--- src/rtl/drive_seq.sv ---
// drive_seq: command sequencer feeding the dual-channel PWM drive block.
// Queues timed speed commands, slews both channels toward each command's
// targets, holds them for the commanded number of ticks, and ramps to a
// controlled stop when the queue empties or on abort.
// Build option: define DRIVE_SEQ_RAMP_EN for slew-limited ramping; without it
// speeds jump straight to their targets (and straight to zero on stop).
module drive_seq #(
   parameter int DEPTH    = 4,
   parameter int RAMP_DIV = 1000,
   parameter int TICK_DIV = 1000
) (
   input  logic                     clk,
   input  logic                     rst_n,
   input  logic                     cmd_valid,
   output logic                     cmd_ready,
   input  logic [5:0]               cmd_speed_0,
   input  logic [5:0]               cmd_speed_1,
   input  logic [15:0]              cmd_hold,
   input  logic                     abort,
   output logic [5:0]               speed_0,
   output logic [5:0]               speed_1,
   output logic                     busy,
   output logic [$clog2(DEPTH):0]   fifo_count
);
   localparam int PW = $clog2(DEPTH);
   localparam int CW = PW + 1;
   localparam int TW = (TICK_DIV > 1) ? $clog2(TICK_DIV) : 1;

   typedef enum logic [2:0] {IDLE, LOAD, RAMP, HOLD, STOP} state_t;

   state_t        state;
   logic [27:0]   mem [DEPTH];
   logic [PW-1:0] wr_ptr;
   logic [PW-1:0] rd_ptr;
   logic [27:0]   head;
   logic          push;
   logic          pop;
   logic [5:0]    tgt_0;
   logic [5:0]    tgt_1;
   logic [15:0]   hold_cnt;
   logic [TW-1:0] tick_pre;

   // A full queue never accepts, even if the head is popped this cycle.
   assign cmd_ready = rst_n && (fifo_count < CW'(DEPTH)) && !abort;
   assign push      = cmd_valid && cmd_ready;
   assign pop       = (state == LOAD) && !abort;
   assign head      = mem[rd_ptr];

`ifdef DRIVE_SEQ_RAMP_EN
   localparam int RW = (RAMP_DIV > 1) ? $clog2(RAMP_DIV) : 1;

   logic [RW-1:0] ramp_pre;
   logic          ramp_wrap;
   logic          at_tgt;

   assign ramp_wrap = (ramp_pre == RW'(RAMP_DIV - 1));
   assign at_tgt    = (speed_0 == tgt_0) && (speed_1 == tgt_1);

   // One unit toward the target; cannot leave 0..63 since the target is in range.
   function automatic logic [5:0] step_toward(input logic [5:0] cur, input logic [5:0] tgt);
      if (cur < tgt) return cur + 6'd1;
      else if (cur > tgt) return cur - 6'd1;
      else return cur;
   endfunction
`else
   // The slew divider has no effect when speeds jump straight to target.
   logic [31:0] unused_ramp_div;
   assign unused_ramp_div = RAMP_DIV;
`endif

   // Queue pointers and occupancy; abort flushes by aligning the pointers.
   always_ff @(posedge clk) begin
      if (!rst_n) begin
         wr_ptr     <= '0;
         rd_ptr     <= '0;
         fifo_count <= '0;
      end else if (abort) begin
         rd_ptr     <= wr_ptr;
         fifo_count <= '0;
      end else begin
         if (push) wr_ptr <= wr_ptr + 1'b1;
         if (pop)  rd_ptr <= rd_ptr + 1'b1;
         case ({push, pop})
            2'b10:   fifo_count <= fifo_count + 1'b1;
            2'b01:   fifo_count <= fifo_count - 1'b1;
            default: fifo_count <= fifo_count;
         endcase
      end
   end

   // Command storage: payload only, no reset needed.
   always_ff @(posedge clk) begin
      if (push) mem[wr_ptr] <= {cmd_speed_0, cmd_speed_1, cmd_hold};
   end

   // Sequencer: load, slew, hold, stop, with abort overriding all but reset.
   always_ff @(posedge clk) begin
      if (!rst_n) begin
         state    <= IDLE;
         busy     <= 1'b0;
         speed_0  <= '0;
         speed_1  <= '0;
         tgt_0    <= '0;
         tgt_1    <= '0;
         hold_cnt <= '0;
         tick_pre <= '0;
`ifdef DRIVE_SEQ_RAMP_EN
         ramp_pre <= '0;
`endif
      end else if (abort && (state == LOAD || state == RAMP || state == HOLD)) begin
         state <= STOP;
         tgt_0 <= '0;
         tgt_1 <= '0;
`ifdef DRIVE_SEQ_RAMP_EN
         ramp_pre <= '0;
`endif
      end else begin
         case (state)
            IDLE: begin
               if (fifo_count != '0 && !abort) begin
                  state <= LOAD;
                  busy  <= 1'b1;
               end
            end
            LOAD: begin
               tgt_0    <= head[27:22];
               tgt_1    <= head[21:16];
               hold_cnt <= head[15:0];
               state    <= RAMP;
`ifdef DRIVE_SEQ_RAMP_EN
               ramp_pre <= '0;
`endif
            end
            RAMP: begin
`ifdef DRIVE_SEQ_RAMP_EN
               if (at_tgt) begin
                  state    <= HOLD;
                  tick_pre <= '0;
               end else if (ramp_wrap) begin
                  ramp_pre <= '0;
                  speed_0  <= step_toward(speed_0, tgt_0);
                  speed_1  <= step_toward(speed_1, tgt_1);
               end else begin
                  ramp_pre <= ramp_pre + 1'b1;
               end
`else
               speed_0  <= tgt_0;
               speed_1  <= tgt_1;
               state    <= HOLD;
               tick_pre <= '0;
`endif
            end
            HOLD: begin
               if (hold_cnt == '0) begin
                  if (fifo_count != '0) begin
                     state <= LOAD;
                  end else begin
                     state <= STOP;
                     tgt_0 <= '0;
                     tgt_1 <= '0;
`ifdef DRIVE_SEQ_RAMP_EN
                     ramp_pre <= '0;
`endif
                  end
               end else if (tick_pre == TW'(TICK_DIV - 1)) begin
                  tick_pre <= '0;
                  hold_cnt <= hold_cnt - 16'd1;
               end else begin
                  tick_pre <= tick_pre + 1'b1;
               end
            end
            STOP: begin
`ifdef DRIVE_SEQ_RAMP_EN
               if (fifo_count != '0 && !abort) begin
                  state <= LOAD;
               end else if (speed_0 == '0 && speed_1 == '0) begin
                  state <= IDLE;
                  busy  <= 1'b0;
               end else if (ramp_wrap) begin
                  ramp_pre <= '0;
                  speed_0  <= step_toward(speed_0, tgt_0);
                  speed_1  <= step_toward(speed_1, tgt_1);
               end else begin
                  ramp_pre <= ramp_pre + 1'b1;
               end
`else
               speed_0 <= '0;
               speed_1 <= '0;
               if (fifo_count != '0 && !abort) begin
                  state <= LOAD;
               end else begin
                  state <= IDLE;
                  busy  <= 1'b0;
               end
`endif
            end
            default: begin
               state <= IDLE;
               busy  <= 1'b0;
            end
         endcase
      end
   end
endmodule

--- config.mk ---
export PLATFORM = sky130hd
export DESIGN_NAME = drive_seq
export DESIGN_NICKNAME = d
export VERILOG_FILES = /design/src/rtl/drive_seq.sv
export SDC_FILE = /design/constraint.sdc
export NUM_CORES = 1
export LEC_CHECK = 0
export ABC_AREA = 1
export ABC_CLOCK_PERIOD_IN_PS = 3900
export BUFFER_PORTS_ARGS = -buffer_cell sky130_fd_sc_hd__buf_2
export CORE_MARGIN = 2
export CORE_UTILIZATION = 30
export DETAILED_ROUTE_END_ITERATION = 10
export GPL_TIMING_DRIVEN = 0
export SYNTH_ARGS = -nofsm -noshare
export SYNTH_HDL_FRONTEND = slang
export SYNTH_SLANG_ARGS = --single-unit
--- constraint.sdc ---
create_clock -name clk -period 3.9 [get_ports clk]
set_clock_uncertainty 0.05 [all_clocks]
set_input_delay 0.78 -clock clk [delete_from_list [all_inputs] [get_ports clk]]
set_output_delay 0.78 -clock clk [all_outputs]
set_load 0.03 [all_outputs]
# == After elaboration in Yosys (flattened, before gate mapping) ==
# Memories as Yosys holds them, arrays and structs flattened. A register that Yosys moved wholly into a read port is not among the register bits.
# Index checks and enable logic that the tools add are counted.
# word_totals
register_bits,61
mem_bits_rw,112
in_bits,32
out_inout_bits,17
wordCells,95
mem_count,1
# memory_table
memory,depth,width,rd,rd_ports_with_merged_regs,wr,line_no,rtl
mem,4,28,1,1,1,32,logic [27:0] mem [DEPTH];
# op_classes
add_sub_neg,6
magnitude_cmp,1
eq_ne,15
muxes,28
bitwise,4
reduce_logical,28
# op_table
op,n
6-bit case mux with 2 select lines,4
16-bit two-way mux,2
16-bit case mux with 2 select lines,1
10-bit two-way mux,2
10-bit case mux with 2 select lines,1
16-bit logical NOT,1
"16-bit by 1-bit subtractor with 16-bit output, second input constant",1
3-bit case mux with 5 select lines,1
3-bit two-way mux,4
6-bit two-way mux,2
"10-bit by 1-bit adder with 10-bit output, second input constant",1
"10-bit equality test, second input constant",1
2-bit nonzero test,5
2-bit two-way mux,4
"2-bit inequality test, second input constant",4
2-bit AND reduction,4
4-bit AND reduction,2
"3-bit by 2-bit equality test with 1-bit output, second input constant",2
1-bit logical AND,6
3-bit case mux with 2 select lines,1
3-bit AND reduction,2
1-bit two-way mux,5
"2-bit by 1-bit adder with 2-bit output, second input constant",2
"2-bit by 1-bit inequality test with 1-bit output, second input constant",2
17 further kinds,22

# == Logic depth before layout (Yosys ltp) ==
# logic_depth
ltp_word,6
ltp_mapped,13
mapped_depth_nobuf,13

# == Worst setup path after synthesis ==
# OpenSTA, ideal clock, no wires.
# synth_timing
path_kind,input -> register
from,input abort
to,"memory mem[0][0], enable pin"
arrival_time_ns,3.298
required_time_ns,3.437
setup_slack_ns,0.139
path_stages,4
cell_sequence,buf_2 nor3_1 nand2_1 nor2_1
# synth_via
elab_chain_cells,5
# synth_lines
item,line_no,rtl
"start, declared",19,"input logic abort,"
1-bit logical NOT,44,assign cmd_ready = rst_n && (fifo_count < CW'(DEPTH)) && !abort;
1-bit logical AND,44,
named net cmd_ready,15,"output logic cmd_ready,"
1-bit logical AND,45,assign push = cmd_valid && cmd_ready;
1-bit two-way mux,93,"if (push) mem[wr_ptr] <= {cmd_speed_0, cmd_speed_1, cmd_hold};"
1-bit two-way mux (not written as such),93,
"end, declared",32,
# The timed path passes the listed nets, and every way through them passes these cells.

# == Worst setup path after layout ==
# layout_timing
from,input rst_n
to,register fifo_count[2]
# layout_via
elab_chain_cells,5
word_cells_on_any_way,9
cone_classes,eq/ne (2); mux (1); bitwise (1); reduce/logical (5)
# layout_lines
item,line_no,rtl
"start, declared",13,"input logic rst_n,"
1-bit logical AND (2 in a row),44,
1-bit logical AND,45,
2-bit by 1-bit equality test with 1-bit output / 2-bit equality test (equally long branches),83,"case ({push, pop})"
3-bit case mux with 2 select lines / 2-bit nonzero test (equally long branches),n/a,
"end signal, assigned",84,2'b10: fifo_count <= fifo_count + 1'b1;
"end signal, assigned",85,2'b01: fifo_count <= fifo_count - 1'b1;
"end signal, assigned",86,default: fifo_count <= fifo_count;
"end, declared",23,output logic [$clog2(DEPTH):0] fifo_count
# Parallel ways exist; a longest one is shown, timed or not.
# A chain may end at the register's enable or synchronous reset.

==> out/qor.csv <==
stage,metric,value,unit
critical_path,crit_family,simple AND/OR/NAND/NOR gates,
yosys,unique_cell_type_count_in_the_yosys_netlist,44,
final_layout,design.final.nets,890,
yosys,post_synthesis_share_of_cell_area_spent_on_and_or_nand_and_nor_gates,19.9,%
pwr,power-per-cell-area,540,nW/µm²
min_path,worst_hold_path.endpoint,tgt_1[3]$_SDFFE_PP0P_,
final_layout,final_util,35.5,%
pwr,p_leak,3.31,nW
critical_path,type_of_the_worst_setup_path,primary input to flop,
yosys,syn-instance-count,780,
clocking,cts_buffers,17,
drt,wire_per_inst,14.3,µm
placement,buffer_ports.inserted,47,
yosys,synthXorXnorAreaFrac,0.581,%
final_layout,multi_input_area,2560,µm²
clocking,clk_transition_reported_paths,0.07,ns
floorplan,die_width,163,µm
final_layout,share_of_cells_above_drive_strength_1,15.5,%
floorplan,boundaryPins,49,
critical_path,critical-path-max-stage-delay,0.44,ns
global_routing,overflow,0,
final_layout,mostFrequentLayoutCells,"nand2_1 (153), nor2_1 (113), edfxtp_1 (112)",
clocking,cts_hold_buf,0,
floorplan,placement_row_count,58,
clocking,insertion_delay,0.43,ns
placement,place.gp.congestion,0.834,
yosys,synth_adder_area_share,1.43,%
critical_path,critical_path_peak_fanout,9,
timing,tightest_slew,0.698,ns
critical_path,cp.arrival,2.72,ns
yosys,fraction_of_synthesized_area_in_multiplexers,0,%
drt,drt-pass1-iter-count,5,
clocking,clock_tree_from_tritoncts,done,
drt,drt_iter0_markers,406,
timing,grt_setup_unrepaired,no,
critical_path,critPathRequiredTime,4.17,ns
floorplan,initial_utilization,30.2,%
critical_path,critPathLaunchType,primary input,
critical_path,rr_endpoint,fifo_count[2]$_SDFFE_PP0P_,
timing,fmax,407,MHz
timing,slew_headroom,53.5,%
pwr,max-vdd-ir-drop,290,µV
clocking,postCtsSetupRepairBufs,0,
floorplan,core,25000,µm²
yosys,post_synth.cell_area_avg,9.67,µm²
clocking,clockBufferDepth,2,
drt,drc,0,
global_routing,grt_pass1_vias,5265,
drt,route.detailed.vias_per_inst,4.62,
critical_path,cp-end-kind,flop,
min_path,timing.hold.worst.class,flop to flop,
final_layout,diodes,0,
clocking,clock-sinks,175,
critical_path,critPathBufInv,3,
yosys,synth_area,7540,µm²
critical_path,critical_path.slowest_cell,nand2_1,
floorplan,dieArea,26400,µm²
timing,maxSlewViolCount,0,
yosys,synth_fp_nets,820,
final_layout,synthToLayoutAreaGrowth,17.4,%
min_path,hold_start,tgt_1[3]$_SDFFE_PP0P_,
global_routing,grt_pass1_wl,27.6,mm
floorplan,die_height,163,µm
yosys,synth-warning-count,0,
timing,finalWorstSetupSlack,1.45,ns
job,max-cap-violations,0,
critical_path,cp_common_cell,a21oi_1,
placement,place.detailed.hpwl,11.7,mm
critical_path,rr_startpoint,fifo_count[2]$_SDFFE_PP0P_,
timing,fin_crit,2.45,ns
clocking,clockRootBuffer,clkbuf_16,
drt,route.final.wire_length,17.1,mm
critical_path,r2r_cells,9,
drt,antenna_violating_nets_post_route,0,
critical_path,crit_chain,"buf_2, inv_2, nor3_1, nand2_1, ha_1, inv_1, fa_1, a21oi_1, o21a_1, o21ai_0, a21oi_1",
drt,vias,5517,
clocking,cts.repair.resized,0,
global_routing,antenna_violations_before_repair,0,
global_routing,gr-usage-all-layers,13.5,%
global_routing,largest_net_degree_at_the_start_of_global_routing,29,
yosys,synth_top_family_by_area,simple AND/OR/NAND/NOR gates,
final_layout,layout_commonest_cell,nand2_1,
placement,detailedPlace.worstSlack,0.980,ns
clocking,clock_tree.htree_level_count,4,
yosys,synth_compound_area_share,11.6,%
timing,final-setup-viol-count,0,
yosys,synth_seq_cells,175,
yosys,yosysSeqAreaShare,61.3,%
timing,timing.final.hold_violations,0,
critical_path,reg2reg_slack,1.60,ns
timing,timing.hold.ws,0.412,ns
final_layout,filler_cell_count,2538,
run_status,outcome,finished clean,
timing,fin_crit_sh,62.9,%
final_layout,regArea,4620,µm²
min_path,hold-path-cell-count,2,
-- power by group --
group	total, mW	leakage (nW)	internal [mW]	switching (mW)
logic	1.09	1.51	0.374	0.711
registers	2.13	1.52	2.06	0.0704
clock network	1.57	0.279	0.854	0.718
total	4.78	3.31	3.28	1.50
-- metal layers --
metal	track usage [%]	wire (µm)	up-vias
met2	22.1	8260	106
met3	2.85	685	15
met1	17.9	7950	2593
li1	-	-	2803
met5	0	0	-
met4	4.10	189	0
-- synthesized netlist by cell type (all sizes together) --
cell	number	area, µm²
nand2	157	618
nor2	126	524
o22ai	19	119
a21oi	61	309
and2	2	12.5
buf	22	145
nand3	43	248
o21a	2	15.0
inv	47	176
nand3b	2	15.0
or2	1	6.26
fa	1	20.0
xnor2	3	26.3
clkinv	1	16.3
dfxtp	63	1260
nor3	6	30.0
xor2	2	17.5
nand4	7	50.1
clkbuf	13	48.8
ha	7	87.6
o21ai	76	380
edfxtp	112	3360
a31oi	1	6.26
o21bai	2	15.0
a211oi	1	7.51
o221ai	1	8.76
a21boi	1	7.51
o211ai	1	7.51
-- sequential cells by signal, summed over array words and instances, names as in the netlist, named ones only --
| register | cells |
|---|---|
| mem | 112 |
| hold_cnt | 16 |
| tick_pre | 10 |
| speed_0 | 6 |
| speed_1 | 6 |
| tgt_0 | 6 |
| tgt_1 | 6 |
| fifo_count | 3 |
| state | 3 |
| rd_ptr | 2 |
| wr_ptr | 2 |
| busy | 1 |
-- through the flow --
| stage | setup TNS [ns] | instance area [µm²] | total power [mW] | cells |
|---|---|---|---|---|
| floorplan | 0 | 7540 | 2.98 | 780 |
| global placement | -48.45 | 8190 | 3.24 | 1157 |
| detailed placement | 0 | 8320 | 3.25 | 1161 |
| CTS | 0 | 8860 | 4.81 | 1193 |
| global route | 0 | 8860 | 5.04 | 1193 |
| finish | 0 | 8860 | 4.78 | 1193 |
-- cell families (layout without fill, tap and decap cells) --
| group | count (synthesis) | in the layout |
|---|---|---|
| buf+inv | 83 | 166 |
| simple gates | 344 | 344 |
| fa+ha+maj | 8 | 8 |
| compound gates | 165 | 165 |
| flops | 175 | 175 |
| xor+xnor | 5 | 5 |
-- worst min-delay path, cell delays in order (launching register included) --
cell and delay, ns:
dfxtp_1 0.31, nand2_1 0.06, a21oi_1 0.05
-- cell type report --
type / instances / share of cell area, %
inverter: 48 / 2.18
timing repair buffer: 51 / 3.73
buffer: 35 / 2.19
tap: 330 / 4.66
clock buffer: 20 / 5.16
multi-input combinational: 522 / 28.9
clock inverter: 12 / 0.961
sequential: 175 / 52.2
-- worst max-delay path by stage --
stage | cells after the start | slack [ns] | startpoint | to
after floorplan | 4 | 0.14 | abort | mem[0][0]$_DFFE_PP_
after global placement | 5 | -0.52 | rst_n | mem[0][1]$_DFFE_PP_
after detailed placement | 11 | 0.98 | rst_n | fifo_count[2]$_SDFFE_PP0P_
after CTS | 11 | 1.43 | rst_n | fifo_count[2]$_SDFFE_PP0P_
after global routing | 11 | 1.22 | rst_n | fifo_count[2]$_SDFFE_PP0P_
final | 11 | 1.45 | rst_n | fifo_count[2]$_SDFFE_PP0P_
Note: power is estimated with default switching activity, not from simulation.
